===== src/rtl/quant_layer_sequencer_if.sv =====
// quant_layer_sequencer_if: host control, quant LUT and compute-engine signals of the layer sequencer
interface quant_layer_sequencer_if #(parameter int IDX_W = 5);
  logic start, abort, layer_done, layer_start, busy, done, aborted, q_bypass;
  logic [IDX_W-1:0] lut_layer_sel, layer_idx;
  logic [31:0] lut_mult, q_mult;
  logic [5:0] lut_shift, q_shift;
  logic [7:0] lut_zp, q_zp;
  modport slave (
    input start, abort, layer_done, lut_mult, lut_shift, lut_zp,
    output lut_layer_sel, layer_idx, q_mult, q_shift, q_zp, q_bypass, layer_start, busy, done, aborted
  );
  modport master (
    output start, abort, layer_done, lut_mult, lut_shift, lut_zp,
    input lut_layer_sel, layer_idx, q_mult, q_shift, q_zp, q_bypass, layer_start, busy, done, aborted
  );
endinterface


===== src/rtl/quant_layer_sequencer.sv =====
// quant_layer_sequencer: walks the network layers, latches quant params from the LUT and handshakes each layer with the engine
module quant_layer_sequencer #(
  parameter int NUM_LAYERS = 29,
  parameter int AP_LAYER = 27,
  parameter int IDX_W = 5
) (
  input logic clk,
  input logic rst,
  quant_layer_sequencer_if.slave bus
);
  typedef enum logic [2:0] {IDLE, LOAD, ISSUE, RUN, FINISH} state_t;
  localparam logic [IDX_W-1:0] LAST = IDX_W'(NUM_LAYERS - 1);
  localparam logic [IDX_W-1:0] AP = IDX_W'(AP_LAYER);
  state_t r_state;
  logic [IDX_W-1:0] r_idx;
  logic [31:0] r_mult;
  logic [5:0] r_shift;
  logic [7:0] r_zp;
  logic r_bypass, r_start, r_done, r_aborted;
  assign bus.lut_layer_sel = r_idx;
  assign bus.layer_idx = r_idx;
  assign bus.q_mult = r_mult;
  assign bus.q_shift = r_shift;
  assign bus.q_zp = r_zp;
  assign bus.q_bypass = r_bypass;
  assign bus.layer_start = r_start;
  assign bus.done = r_done;
  assign bus.aborted = r_aborted;
  assign bus.busy = r_state != IDLE;
  // sequencer FSM; pulses are registered so each is high exactly in the state it belongs to
  always_ff @(posedge clk or posedge rst) begin
    if (rst) begin
      r_state <= IDLE;
      r_idx <= '0;
      r_mult <= '0;
      r_shift <= '0;
      r_zp <= '0;
      r_bypass <= 1'b0;
      r_start <= 1'b0;
      r_done <= 1'b0;
      r_aborted <= 1'b0;
    end else begin
      r_start <= 1'b0;
      r_done <= 1'b0;
      r_aborted <= 1'b0;
      if (r_state != IDLE && bus.abort) begin
        r_state <= IDLE;
        r_idx <= '0;
        r_aborted <= 1'b1;
      end else begin
        case (r_state)
          IDLE: if (bus.start) begin
            r_idx <= '0;
            r_state <= LOAD;
          end
          LOAD: begin
            r_mult <= bus.lut_mult;
            r_shift <= bus.lut_shift;
            r_zp <= bus.lut_zp;
            r_bypass <= r_idx == AP;
            r_start <= 1'b1;
            r_state <= ISSUE;
          end
          ISSUE: r_state <= RUN;
          RUN: if (bus.layer_done) begin
            r_state <= r_idx == LAST ? FINISH : LOAD;
            r_idx <= r_idx == LAST ? r_idx : r_idx + 1'b1;
            r_done <= r_idx == LAST;
          end
          FINISH: begin
            r_idx <= '0;
            r_state <= IDLE;
          end
          default: r_state <= IDLE;
        endcase
      end
    end
  end
endmodule


===== src/flat_wrapper.sv =====
// flat-port wrapper written by rule: the top's interface ports become plain ports
module quant_layer_sequencer_flat 
#(
  parameter int NUM_LAYERS = 29,
  parameter int AP_LAYER = 27,
  parameter int IDX_W = 5
)
  (clk, rst, bus_start, bus_abort, bus_layer_done, bus_lut_mult, bus_lut_shift, bus_lut_zp, bus_lut_layer_sel, bus_layer_idx, bus_q_mult, bus_q_shift, bus_q_zp, bus_q_bypass, bus_layer_start, bus_busy, bus_done, bus_aborted);
  quant_layer_sequencer_if #(.IDX_W(IDX_W)) bus_i ();
  input logic clk;
  input logic rst;
  input wire logic [$bits(bus_i.start)-1:0] bus_start;
  input wire logic [$bits(bus_i.abort)-1:0] bus_abort;
  input wire logic [$bits(bus_i.layer_done)-1:0] bus_layer_done;
  input wire logic [$bits(bus_i.lut_mult)-1:0] bus_lut_mult;
  input wire logic [$bits(bus_i.lut_shift)-1:0] bus_lut_shift;
  input wire logic [$bits(bus_i.lut_zp)-1:0] bus_lut_zp;
  output wire logic [$bits(bus_i.lut_layer_sel)-1:0] bus_lut_layer_sel;
  output wire logic [$bits(bus_i.layer_idx)-1:0] bus_layer_idx;
  output wire logic [$bits(bus_i.q_mult)-1:0] bus_q_mult;
  output wire logic [$bits(bus_i.q_shift)-1:0] bus_q_shift;
  output wire logic [$bits(bus_i.q_zp)-1:0] bus_q_zp;
  output wire logic [$bits(bus_i.q_bypass)-1:0] bus_q_bypass;
  output wire logic [$bits(bus_i.layer_start)-1:0] bus_layer_start;
  output wire logic [$bits(bus_i.busy)-1:0] bus_busy;
  output wire logic [$bits(bus_i.done)-1:0] bus_done;
  output wire logic [$bits(bus_i.aborted)-1:0] bus_aborted;
  assign bus_i.start = bus_start;
  assign bus_i.abort = bus_abort;
  assign bus_i.layer_done = bus_layer_done;
  assign bus_i.lut_mult = bus_lut_mult;
  assign bus_i.lut_shift = bus_lut_shift;
  assign bus_i.lut_zp = bus_lut_zp;
  assign bus_lut_layer_sel = bus_i.lut_layer_sel;
  assign bus_layer_idx = bus_i.layer_idx;
  assign bus_q_mult = bus_i.q_mult;
  assign bus_q_shift = bus_i.q_shift;
  assign bus_q_zp = bus_i.q_zp;
  assign bus_q_bypass = bus_i.q_bypass;
  assign bus_layer_start = bus_i.layer_start;
  assign bus_busy = bus_i.busy;
  assign bus_done = bus_i.done;
  assign bus_aborted = bus_i.aborted;
  quant_layer_sequencer #(.NUM_LAYERS(NUM_LAYERS), .AP_LAYER(AP_LAYER), .IDX_W(IDX_W)) u_core (.clk(clk), .rst(rst), .bus(bus_i));
endmodule

===== config.mk =====
export PLATFORM = sky130hd
export DESIGN_NAME = quant_layer_sequencer_flat
export DESIGN_NICKNAME = d
export VERILOG_FILES = /design/src/rtl/quant_layer_sequencer_if.sv /design/src/rtl/quant_layer_sequencer.sv /design/src/flat_wrapper.sv
export SDC_FILE = /design/constraint.sdc
export NUM_CORES = 1
export LEC_CHECK = 0
export ABC_AREA = 1
export BUFFER_PORTS_ARGS = -buffer_cell sky130_fd_sc_hd__buf_2
export CAP_MARGIN = 20
export CORE_UTILIZATION = 47
export DETAILED_ROUTE_END_ITERATION = 12
export HOLD_SLACK_MARGIN = 0.08
export PLACE_DENSITY = 0.9
export RECOVER_POWER = 100
export REMOVE_ABC_BUFFERS = 1
export SYNTH_ARGS = -nofsm -noshare
export SYNTH_HDL_FRONTEND = slang
export SYNTH_SLANG_ARGS = --single-unit
export TNS_END_PERCENT = 30

===== constraint.sdc =====
create_clock -name clk -period 1.9 [get_ports clk]
set_clock_uncertainty 0.15 [all_clocks]
set_input_delay 0.19 -clock clk [delete_from_list [all_inputs] [get_ports clk]]
set_output_delay 0.19 -clock clk [all_outputs]
set_load 0.05 [all_outputs]

# Yosys cells after proc, flatten, opt, wreduce, memory -nomap -nowiden
# Cells that the tools add are included.
# word_totals
ff_bits	58
inputBits	51
output_inout_bits	61
wordCells	43
# op_classes
add_sub_neg	1
n_eq_ne	9
mux	16
bitwise_logic	1
reduce_logical	7
# ops
op	count
$mux 5	4
$pmux 5 s3	1
$mux 3	4
$pmux 3 s4	1
$eq 5x5->1 const B	2
$ne 3x2->1 const B	3
$eq 3x2->1 const B	2
$mux 1	6
$add 5x1->5 const B	1
$reduce_and 2->1	2
$reduce_and 4->1	1
$reduce_bool 4->1	1
$eq 3x1->1 const B	1
$eq 3x3->1 const B	1
$logic_not 3->1	1
$reduce_bool 3->1	1
$logic_and 1x1->1	1
$not 1->1	1

# Longest topological paths before layout
# Gate-level depths: netlist of run 1.
# logic_depth
depth_word	5
ltp_mapped	10
mapped_depth_nobuf	10

# Least setup slack after synthesis of run 1
# No wires, ideal clock.
# synth_path
kind	flip-flop to flip-flop
from	register u_core.r_idx[0], in the netlist u_core.bus.layer_idx[0]
to	register u_core.r_idx[3], in the netlist u_core.bus.layer_idx[3]
setup_time_ns	0.118
arrival_ns	1.577
t_required_ns	1.632
path_slack_ns	0.055
stages_incl_launch_ff	11
path_buffers	0
period_less_slack_ns	1.845
path_cell_list	dfrtp_1 inv_1 ha_1 nand2_1 inv_1 nand2_1 nor2_1 nand2_1 nand3_2 nand2_1 nand2_1
# synth_via
elab_chain_cells	5
word_cells_on_any_way	8
cone_classes	add/sub: 1; eq/ne: 2; mux: 4; reduce/logical: 1
# synth_rtl
item	line_no	text
from (decl)	quant_layer_sequencer.sv:15	logic [IDX_W-1:0] r_idx;
from (signal assigned)	quant_layer_sequencer.sv:67	r_idx <= r_idx == LAST ? r_idx : r_idx + 1'b1;
$add 5x1->5	quant_layer_sequencer.sv:67	
$mux 5	quant_layer_sequencer.sv:67	
$mux 5	quant_layer_sequencer.sv:65	RUN: if (bus.layer_done) begin
$pmux 5 s3	quant_layer_sequencer.sv:51	case (r_state)
$mux 5	quant_layer_sequencer.sv:46	if (r_state != IDLE && bus.abort) begin
# Several ways; a longest one is shown, not always the timed one. The select of a mux whose other input is x is not followed.
# A chain may end at the register's enable or synchronous reset.

# Worst setup path in the final report of run 1
# layout_path
from	register u_core.r_idx[2], in the netlist u_core.bus.layer_idx[2]
to	output bus_lut_layer_sel[2]
# layout_lines
item	line_no	text
to (decl)	flat_wrapper.sv:18	output wire logic [$bits(bus_i.lut_layer_sel)-1:0] bus_lut_layer_sel;
# No word-level cell between the ends.

==> metrics.md, run 1 <==
| Metric | Value |
|---|---|
| Final setup vio count | `0` |
| Dpl ws | `0.282 ns` |
| GRT met3 Usage | `0.0643` |
| Via count | `~2.5k` |
| Rows | `26` |
| Final net count | `approximately 510` |
| Synth top area share | `0.584` |
| Gates resized, CTS repair | `0` |
| Die X | `74.7 um` |
| Die ar. | `between 5000 and 6000 sq um` |
| VDD IR max | `between 0.001 and 0.0015 V` |
| Setup bufs post-CTS | `0` |
| Prevailing post-synth register cell | `dfrtp_1` |
| Cells after Synth | `about 300` |
| CP max-delay cell | `dfrtp_1` |
| H-tree Lvls | `3` |
| Most instantiated library cell after synthesis | `nand2_1` |
| Antenna violations before repair | `0` |
| DP HPWL | `3940 um` |
| CTS tree | `yes` |
| Register area share after synthesis | `0.584` |
| Top delay family on crit path | `flip-flops` |
| Fmax | `between 0.5 and 0.6 GHz` |
| Multi-input gate area | `roughly 860 sq um` |
| Number of diodes | `0` |
| Post-Syn Area | `about 2500 sq um` |
| Placeable Area | `~5000 sq um` |
| CP Capture Type | `output port` |
| CP required | `roughly 1.6 ns` |
| Avg Cell Area, Syn | `~8.5 sq um` |
| GR Util met1 | `0.269` |
| Max cap viols | `0` |
| Fin. max-slew vios | `0` |
| Initial DRC count | `just over 90` |
| Power Density | `1900 nW/um^2` |
| Final worst path period need | `approximately 1.7 ns` |
| Max-slew headroom | `0.402` |
| Hold Violations, Final | `0` |
| Design Power | `between 7 and 8 mW` |
| CTS clk-pin slew, worst paths | `approximately 0.060 ns` |
| CTS hold repair buffers | `just under 50` |
| Synth top area cells | `dfrtp_1 58%, nand2_1 25%, buf_6 2.3%` |
| Gpl congestion | `0.952` |
| Post-route ant nets | `0` |
| Post-synth top cells | `165 x nand2_1, 58 x dfrtp_1, 12 x inv_1, 12 x nor2_1, 9 x nand3_1` |
| Syn-to-layout area delta | `49.9%` |
| Arrival time worst endpoint | `roughly 1.3 ns` |
| Register area | `1450 sq um` |
| Post-Route WL | `roughly 6800 um` |
| Crit-path cells | `clkbuf_1` |
| Outcome | `completed` |
| Port Buffers | `around 110` |
| CTS Root Cell | `clkbuf_8` |
| Insertion delay to the later sink of the worst-skew pair | `about 0.33 ns` |
| Fillers | `~400` |
| Hold Slack | `approximately 0.21 ns` |
| Yosys Warn Count | `0` |
| Final core occ | `0.729` |
| Worst-margin pin slew | `approximately 0.9 ns` |
| Fin crit share | `0.886` |
| Yosys top cell by area | `dfrtp_1` |
| GR Util All Layers | `0.248` |
| Post-synth EDFFs | `0` |
| First-pass GRT wire length | `between 10000 and 15000 um` |
| Fraction of registers with async set/reset | `1.00` |
| Initial Util | `0.486` |
| Crit path launch type | `register` |
| Clock Sinks | `a little under 60` |
| Wirelength per Cell | `~13 um` |
| WS Path Type | `register to output port` |
| Met2 usage | `0.429` |
| Vias in the first global route | `approximately 2.3k` |
| Grt total ovfl | `0` |
| Largest net degree at the start of global routing | `49` |
| Synth Register Bits | `58` |
| Die H | `about 75 um` |
| Number of buffers created by CTS | `9` |
| Unrepaired setup endpoints after global routing | `no` |
| CP max FO | `8` |
| Leakage | `a little under 2 nW` |
| Pre-Repair DR Iteration Count | `4` |
| DR vias/cell | `about 4.7` |
| Share of post-route cells with drive strength above 1 | `0.168` |
| Buf+Inv Stages, Crit Path | `1` |
| # DRC | `0` |
| Crit-path max cell delay | `just over 0.5 ns` |
| Hold crit path type | `input pin to register` |
| Worst setup margin | `between 0.2 and 0.25 ns` |
| Global route hottest layer | `met2` |
| Clk buf depth | `2` |
| Post-synth cell types | `22` |
| I/O pins | `112` |
worst paths after layout:
path,startpoint,endpoint,slack [ns],cells after the start
max,u_core.bus.layer_idx[2],bus_lut_layer_sel[2],0.22,1
min,bus_start,u_core.r_state[0],0.21,7
max reg2reg,u_core.r_state[2],u_core.bus.q_mult[12],0.23,7
min reg2reg,u_core.bus.q_mult[1],u_core.bus.q_mult[1],0.33,2
max in group asynchronous,rst,u_core.bus.q_mult[1],0.47,4
min in group asynchronous,rst,u_core.bus.aborted,0.45,3
layer usage:
layer  vias up  wire (um)  part of all wire
met5         -          0                 0
met3        32        429             0.063
met2       109       3340              0.49
li1       1214          -                 -
met1      1153       2690              0.40
met4         0        318             0.047
sequential cells by signal, summed over array words and instances, names as in the netlist, 3 cells and up:
register / flops
u_core.bus.q_zp: 8
u_core.bus.q_shift: 6
u_core.bus.q_mult: 32
u_core.bus.layer_idx: 5
u_core.r_state: 3
cells in the final DEF, fill, tap and decap left out, types with 4 or more instances in the layout:
cell / count
buf_4: 4
clkbuf_8: 11
nand2_1: 166
nand4_1: 4
inv_1: 14
buf_2: 50
clkbuf_1: 61
dfrtp_1: 58
nor2_1: 12
nand3_1: 9
dlygate4sd3_1: 49
power by group:
part           internal, mW  switching [mW]
clock                 0.944           0.479
sequential             1.76           0.292
combinational         0.715            2.90
per-stage QoR:
step	instance area (sq um)	std cells	TNS, ns
after detailed placement	3060	464	0
after global routing	3720	529	0
after global placement	3060	464	0
after CTS	3800	529	0
final	3720	529	0
after floorplan	2360	278	-6.17
logic make-up (layout without fill, tap and decap cells):
kind of cell,Yosys count,count (layout),share of synthesized area
and+or+nand+nor,198,198,0.321
DFF,58,58,0.584
buffers and inverters,29,195,0.0695
AOI/OAI and AO/OA,5,5,0.0111
adders and majority gates,2,2,0.0101
xor gates and xnor gates,1,1,0.00353
final cells by class:
class | count | share of cell area
Clock buffer | 12 | 0.0417
Clock inverter | 4 | 0.0262
Inverter | 14 | 0.0141
Multi-Input combinational cell | 206 | 0.230
Sequential cell | 58 | 0.390
Tap cell | 70 | 0.0235
Timing Repair Buffer | 165 | 0.274
(Power assumes the default switching activity.)
==> run 2, diff against run 1 <==
- ABC_AREA: 1 -> not set
- BUFFER_PORTS_ARGS: -buffer_cell sky130_fd_sc_hd__buf_2 -> not set
- CORE_UTILIZATION: 47 -> 50
- DONT_BUFFER_PORTS: not set -> 1
- PLACE_DENSITY: 0.9 -> 0.75
==> run 2 against run 1 <==
  * Core utilization down 2.6 points
  * Count of clock-buffer cells in the layout stayed put
  * Highest routed layer unchanged
  * Die area is 10% lower
  * Critical path type is now register to register
  * Global-route usage decreased by 3.2 points
  * Setup slack lost 0.16 ns
  * The run now ends with design-rule violations left
  * Critical path depth increased by 4
==> metrics.md, run 2 <==
| Metric | Value |
|---|---|
| Outcome | `finished, violations left (was completed)` |
| Violated checks | `design-rule violations` |
| Final worst path period need | `1.85 ns (was 1.68 ns)` |
| Worst Setup SP | `u_core.bus.layer_idx[0] (was u_core.bus.layer_idx[2])` |
| Arrival time worst endpoint | `1.89 ns (was 1.34 ns)` |
| Post-synth top cells | `58 x dfrtp_1, 47 x mux2_2, 7 x nor2_1, 6 x buf_4, 5 x and3_1 (was 165 x nand2_1, 58 x dfrtp_1, 12 x inv_1, 12 x nor2_1, 9 x nand3_1)` |
| DR vias/cell | `5.50 (was 4.74)` |
| Cells after Synth | `162 (was 293)` |
| Gpl congestion | `0.743 (was 0.952)` |
| CTS tree | `yes (unchanged)` |
| Power Density | `1910 nW/um^2 (was 1900 nW/um^2)` |
| CP max FO | `6 (was 8)` |
| CTS Root Cell | `clkbuf_8 (unchanged)` |
| Register area share after synthesis | `0.613 (was 0.584)` |
| Rows | `24 (was 26)` |
| CP max-delay cell | `dfrtp_1 (unchanged)` |
| Unrepaired setup endpoints after global routing | `yes (was no)` |
| FF-to-FF setup slack | `0.05 ns (was 0.23 ns)` |
| WS Path Type | `register to register (was register to output port)` |
| Yosys top cell by area | `dfrtp_1 (unchanged)` |
| Avg Cell Area, Syn | `14.6 sq um (was 8.48 sq um)` |
| Post-route ant nets | `0 (unchanged)` |
| Initial Util | `0.533 (was 0.486)` |
| Via count | `1535 (was 2508)` |
| Number of diodes | `0 (unchanged)` |
| Most frequent cells in the layout | `58 x dfrtp_1, 51 x dlygate4sd3_1, 47 x mux2_2 (was 166 x nand2_1, 61 x clkbuf_1, 58 x dfrtp_1)` |
| Synth top area cells | `dfrtp_1 61%, mux2_2 22%, buf_4 1.9% (was dfrtp_1 58%, nand2_1 25%, buf_6 2.3%)` |
| Initial DRC count | `86 (was 93)` |
| Port Buffers | `0 (was 111)` |
| Crit path launch type | `register (unchanged)` |
| First-pass GRT wire length | `8090 um (was 10200 um)` |
| Post-Syn Area | `2370 sq um (was 2480 sq um)` |
| Leakage | `1.40 nW (was 1.97 nW)` |
| Setup bufs post-CTS | `0 (unchanged)` |
| Crit-path cells | `buf_4 -> ha_1 -> nand3_1 -> and3_1 -> a211o_1 (was clkbuf_1)` |
| Die ar. | `5020 sq um (was 5580 sq um)` |
| Pre-Repair DR Iteration Count | `8 (was 4)` |
| Clock Sinks | `58 (unchanged)` |
| Post-synth cell types | `29 (was 22)` |
| Multi-input gate area | `833 sq um (was 857 sq um)` |
| Crit-path max cell delay | `0.35 ns (was 0.51 ns)` |
| Max-slew headroom | `0.589 (was 0.402)` |
| Wirelength per Cell | `18.9 um (was 12.8 um)` |
| Synth Register Bits | `58 (unchanged)` |
| DP HPWL | `3300 um (was 3940 um)` |
| Die H | `70.8 um (was 74.7 um)` |
| Hold Slack | `0.149 ns (was 0.208 ns)` |
| Final net count | `277 (was 507)` |
| CTS clk-pin slew, worst paths | `0.07 ns (was 0.06 ns)` |
| Most instantiated library cell after synthesis | `dfrtp_1 (was nand2_1)` |
| Post-Route WL | `5280 um (was 6780 um)` |
| Worst-margin pin slew | `0.616 ns (was 0.896 ns)` |
| Synth top area share | `0.613 (was 0.584)` |
| Post-synth EDFFs | `0 (unchanged)` |
| Buf+Inv Stages, Crit Path | `1 (unchanged)` |
| H-tree Lvls | `3 (unchanged)` |
| Largest net degree at the start of global routing | `26 (was 49)` |
| CP Capture Type | `register (was output port)` |
| Placed insts | `214 (was 464)` |
| Placeable Area | `4440 sq um (was 5110 sq um)` |
| Fin. max-slew vios | `0 (unchanged)` |
| Vias in the first global route | `1643 (was 2314)` |
| VDD IR max | `0.000917 V (was 0.00105 V)` |
| Fin crit share | `0.972 (was 0.886)` |
| Hold crit path type | `input pin to register (unchanged)` |
| Final std cells w/o fill | `279 (was 529)` |
| # DRC | `22 (was 0)` |
| Fraction of registers with async set/reset | `1.00 (unchanged)` |
| Fillers | `295 (was 399)` |
| CP required | `1.94 ns (was 1.56 ns)` |
| Prevailing post-synth register cell | `dfrtp_1 (unchanged)` |
| Fmax | `0.541 GHz (was 0.594 GHz)` |
| I/O pins | `112 (unchanged)` |
| GR Util All Layers | `0.217 (was 0.248)` |
| Syn-to-layout area delta | `32.0% (was 49.9%)` |
| Yosys Warn Count | `0 (unchanged)` |
| Clk buf depth | `2 (unchanged)` |
| Design area | `3130 sq um (was 3720 sq um)` |
| Final setup vio count | `0 (unchanged)` |
| Die X | `70.8 um (was 74.7 um)` |
| Grt total ovfl | `0 (unchanged)` |
| Top delay family on crit path | `flip-flops (unchanged)` |
| Number of buffers created by CTS | `9 (unchanged)` |
| Max reg flops | `32 (unchanged)` |
| Commonest non-fill, non-tap cell in the layout | `dfrtp_1 (was nand2_1)` |
| Placed Area | `2460 sq um (was 3060 sq um)` |
| Launch point of the worst hold path | `bus_abort (was bus_start)` |
| Worst R2R Start | `u_core.bus.layer_idx[0] (was u_core.r_state[2])` |
| Insertion delay to the later sink of the worst-skew pair | `0.31 ns (was 0.33 ns)` |
| Hold Violations, Final | `0 (unchanged)` |
| Antenna violations before repair | `0 (unchanged)` |
| Register area | `1450 sq um (unchanged)` |
| Share of post-route cells with drive strength above 1 | `0.330 (was 0.168)` |
| Max cap viols | `0 (unchanged)` |
## run 2: what timing repair did
action | CTS | global route
hold endpoints to repair | 110 | 0
setup endpoints to repair | 0 | 13
gates resized for setup | 0 | 1
hold buffers | 51 | 0
## run 2: kinds of logic after synthesis
logic type               synth area share
flip-flops                          0.613
multiplexers                        0.223
AND/OR/NAND/NOR                    0.0787
buffers and inverters              0.0391
AO/OA/AOI/OAI                      0.0354
adder cells (fa/ha/maj)            0.0106
## run 2: final timing paths
check	cells after the start	end
setup / recovery	5	u_core.bus.layer_idx[4]
hold / removal	3	u_core.bus.layer_idx[0]
setup reg to reg	5	u_core.bus.layer_idx[4]
hold reg to reg	1	u_core.r_state[0]
max in group asynchronous	3	u_core.bus.q_mult[2]
min in group asynchronous	2	u_core.bus.q_zp[7]
## run 2: layer usage
layer,global-route usage,vias up,part of all wire
li1,-,704,-
met1,0.233,743,0.38
met2,0.384,76,0.52
met3,0.0627,12,0.075
met4,0.120,0,0.017
met5,0,-,0
## run 2: power breakdown
part	switching, mW	internal (mW)	total (mW)	leakage, nW
combinational	0.428	0.604	1.03	0.601
clock	0.433	0.563	0.997	0.0903
sequential	2.22	1.73	3.95	0.706
total	3.08	2.90	5.98	1.40
## run 2: layout make-up
class,instances,share of cell area
clock inverter,2,0.00400
clock buffer,12,0.0528
sequential,58,0.464
timing repair buffer,61,0.187
tap,52,0.0208
multi-input combinational,90,0.267
inverter,4,0.00480
## run 2: per-stage QoR
stage | setup TNS [ns] | utilization | total power [mW] | setup WS [ns]
3_5_place_dp | 0 | 0.554 | 4.93 | 0.0943
5_1_grt | -0.00306 | 0.703 | 6.20 | -0.00306
6_report | 0 | 0.703 | 5.98 | 0.0529
2_1_floorplan | -70.26 | - | 4.63 | -1.43
4_1_cts | 0 | 0.709 | 6.02 | 0.0632
3_3_place_gp | 0 | 0.554 | 4.84 | 0.186
## run 2: worst register-to-register path: stages, from the launching register on
cell and delay [ns]:
dfrtp_1 0.35, buf_4 0.32, ha_1 0.28, nand3_1 0.12, and3_1 0.22, a211o_1 0.27
==> run 3, diff against run 2 <==
- CELL_PAD_IN_SITES_DETAIL_PLACEMENT: not set -> 0
- CELL_PAD_IN_SITES_GLOBAL_PLACEMENT: not set -> 1
- CORE_UTILIZATION: 50 -> 48
- PLACE_DENSITY: 0.75 -> 0.88
==> run 3 against run 2 <==
  * Core utilization is 0.42 points lower
  * Design area is 5.6% higher
  * Hold slack worse by 0.014 ns
  * Critical path type is now register to output port
  * Sequential power hardly changed
  * Setup slack better by 0.020 ns
  * Die area is 4.1% higher
  * Count of clock-buffer cells in the layout stayed put
  * Critical path depth is 3 lower
  * Sequential share of layout area is 2.5 points lower
  * Non-clock buffer count is 7 higher
  * The flow now finishes without violations
  * Flip-flop and latch count stayed put
==> metrics.md, run 3 (synthesis results as in run 2) <==
| Metric | Value |
|---|---|
| Rows | `25 (was 24)` |
| Die H | `72.2 um (was 70.8 um)` |
| Wirelength per Cell | `18.3 um (was 18.9 um)` |
| Hold Violations, Final | `0 (unchanged)` |
| Buf+Inv Stages, Crit Path | `1 (unchanged)` |
| Pre-Repair DR Iteration Count | `4 (was 8)` |
| Sequential fraction of design power | `0.621 (was 0.661)` |
| WS Path Type | `register to output port (was register to register)` |
| CP max-delay cell | `dfrtp_1 (unchanged)` |
| Most frequent cells in the layout | `58 x dfrtp_1, 50 x dlygate4sd3_1, 47 x mux2_2 (was 58 x dfrtp_1, 51 x dlygate4sd3_1, 47 x mux2_2)` |
| Fillers | `315 (was 295)` |
| Crit path launch type | `register (unchanged)` |
| Hold crit path type | `input pin to register (unchanged)` |
| Worst hold stages | `3 (unchanged)` |
| Hold Slack | `0.135 ns (was 0.149 ns)` |
| DR vias/cell | `5.32 (was 5.50)` |
| Multi-input gate area | `835 sq um (was 833 sq um)` |
| Placed Area | `2500 sq um (was 2460 sq um)` |
| I/O pins | `112 (unchanged)` |
| Worst-margin pin slew | `1.08 ns (was 0.616 ns)` |
| Sw frac | `0.496 (was 0.515)` |
| Vias in the first global route | `1614 (was 1643)` |
| Crit-path cells | `or3_1 -> clkbuf_2 (was buf_4 -> ha_1 -> nand3_1 -> and3_1 -> a211o_1)` |
| Max cap viols | `0 (unchanged)` |
| Arrival time worst endpoint | `1.49 ns (was 1.89 ns)` |
| Commonest non-fill, non-tap cell in the layout | `dfrtp_1 (unchanged)` |
| CP required | `1.56 ns (was 1.94 ns)` |
| CTS tree | `yes (unchanged)` |
| Share of post-route cells with drive strength above 1 | `0.347 (was 0.330)` |
| GR Util All Layers | `0.208 (was 0.217)` |
| Initial DRC count | `59 (was 86)` |
| Fin. max-slew vios | `0 (unchanged)` |
| Clock power share | `0.201 (was 0.167)` |
| Via count | `1611 (was 1535)` |
| First-pass GRT wire length | `7940 um (was 8090 um)` |
| Worst R2R Start | `u_core.r_state[2] (was u_core.bus.layer_idx[0])` |
| Crit-path max cell delay | `0.47 ns (was 0.35 ns)` |
| Register area | `1450 sq um (unchanged)` |
| CTS Root Cell | `clkbuf_8 (unchanged)` |
| Clock Sinks | `58 (unchanged)` |
| Unrepaired setup endpoints after global routing | `no (was yes)` |
| Number of buffers created by CTS | `9 (unchanged)` |
| H-tree Lvls | `3 (unchanged)` |
| # DRC | `0 (was 22)` |
| Outcome | `completed (was finished, violations left)` |
| Antenna violations before repair | `0 (unchanged)` |
| Top delay family on crit path | `flip-flops (unchanged)` |
| Grt total ovfl | `0 (unchanged)` |
| Gpl congestion | `0.816 (was 0.743)` |
| Largest net degree at the start of global routing | `31 (was 26)` |
| CP Capture Type | `output port (was register)` |
| Highest routing layer actually used | `met4 (unchanged)` |
| Post-Route WL | `5540 um (was 5280 um)` |
| Met2 wire len | `2840 um (was 2770 um)` |
| Fin crit share | `0.962 (was 0.972)` |
| Port Buffers | `0 (unchanged)` |
| CTS clk-pin slew, worst paths | `0.06 ns (was 0.07 ns)` |
| Clk buf depth | `2 (unchanged)` |
| VDD IR max | `0.00110 V (was 0.000917 V)` |
| Number of diodes | `0 (unchanged)` |
| Post-route ant nets | `0 (unchanged)` |
| DP HPWL | `3040 um (was 3300 um)` |
| DRT met1 WL | `2210 um (was 2030 um)` |
| Reg2Reg Depth | `6 (was 5)` |
| Max reg flops | `32 (unchanged)` |
| Launch point of the worst hold path | `bus_abort (unchanged)` |
| Max-slew headroom | `0.281 (was 0.589)` |
| Die ar. | `5220 sq um (was 5020 sq um)` |
| Syn-to-layout area delta | `39.4% (was 32.0%)` |
| Final worst path period need | `1.83 ns (was 1.85 ns)` |
| Net Sw Power | `3.16 mW (was 3.08 mW)` |
| Fmax | `0.547 GHz (was 0.541 GHz)` |
| Wire length on met3 | `391 um (was 396 um)` |
| Insertion delay to the later sink of the worst-skew pair | `0.33 ns (was 0.31 ns)` |
| Placeable Area | `4720 sq um (was 4440 sq um)` |
| FF-to-FF setup slack | `0.07 ns (was 0.05 ns)` |
| Final setup vio count | `0 (unchanged)` |
| Design area | `3300 sq um (was 3130 sq um)` |
| R2r endpoint | `u_core.bus.q_mult[24] (was u_core.bus.layer_idx[4])` |
| Worst Hold End | `u_core.bus.layer_idx[0] (unchanged)` |
| Power Density | `1930 nW/um^2 (was 1910 nW/um^2)` |
| CP max FO | `8 (was 6)` |
| Final net count | `284 (was 277)` |
| Leakage | `1.48 nW (was 1.40 nW)` |
| Die X | `72.2 um (was 70.8 um)` |
| Logic pwr share | `0.177 (was 0.173)` |
| Initial Util | `0.501 (was 0.533)` |
| Internal power | `3.21 mW (was 2.90 mW)` |
| Critical path depth | `2 (was 5)` |
[run 3: worst max path at each step]
stage / slack [ns] / endpoint / start
6_report: 0.07 / bus_busy / u_core.r_state[1]
5_1_grt: 0.0006 / u_core.bus.q_mult[9] / u_core.r_state[2]
4_1_cts: 0.005 / u_core.bus.q_zp[6] / bus_abort
3_5_place_dp: 0.11 / u_core.bus.q_zp[6] / u_core.r_state[2]
3_3_place_gp: 0.16 / u_core.bus.q_mult[29] / u_core.r_state[2]
2_1_floorplan: -1.43 / u_core.bus.q_bypass / u_core.r_state[2]
[run 3: area by class of cell]
class                           count  area share
Clock inverter                      4      0.0224
Multi-Input combinational cell     90       0.253
Sequential cell                    58       0.440
Tap cell                           67      0.0254
Inverter                            4     0.00455
Clock buffer                       12      0.0470
Timing Repair Buffer               68       0.208
[run 3: worst register-to-register path, stage by stage, from the launching register on]
cell and delay, ns:
dfrtp_1 0.43, nor2_2 0.18, nand2_1 0.11, nor2_4 0.17
buf_12 0.14, buf_4 0.17, mux2_2 0.35
[run 3: layer usage]
layer,track usage,vias to the layer above
li1,-,717
met2,0.351,74
met3,0.0556,12
met5,0,-
met1,0.247,808
met4,0.105,0
[run 3: metrics by stage]
stage          utilization  setup TNS [ns]  setup WS [ns]  instances  power, mW
2_1_floorplan            -          -70.26          -1.43        152       4.63
3_3_place_gp         0.530               0          0.162        230       4.86
3_5_place_dp         0.530               0          0.113        230       4.93
4_1_cts              0.686               0        0.00472        297       6.28
5_1_grt              0.699               0       0.000592        303       6.59
6_report             0.699               0         0.0727        303       6.37
[run 3: power by group through the flow]
stage               Combinational (mW)  Sequential, mW  Clock (mW)
global placement                 0.906            3.95           0
floorplan                        0.753            3.88           0
finish                            1.13            3.96        1.28
detailed placement               0.959            3.97           0
global route                      1.21            4.02        1.35
CTS                               1.05            3.94        1.29
[run 3: repair_timing]
item,in CTS,in global routing
gates resized for setup,0,2
hold endpoints to repair,91,0
endpoints found under the setup margin,0,45
setup buffers,0,3
hold buffers,51,0
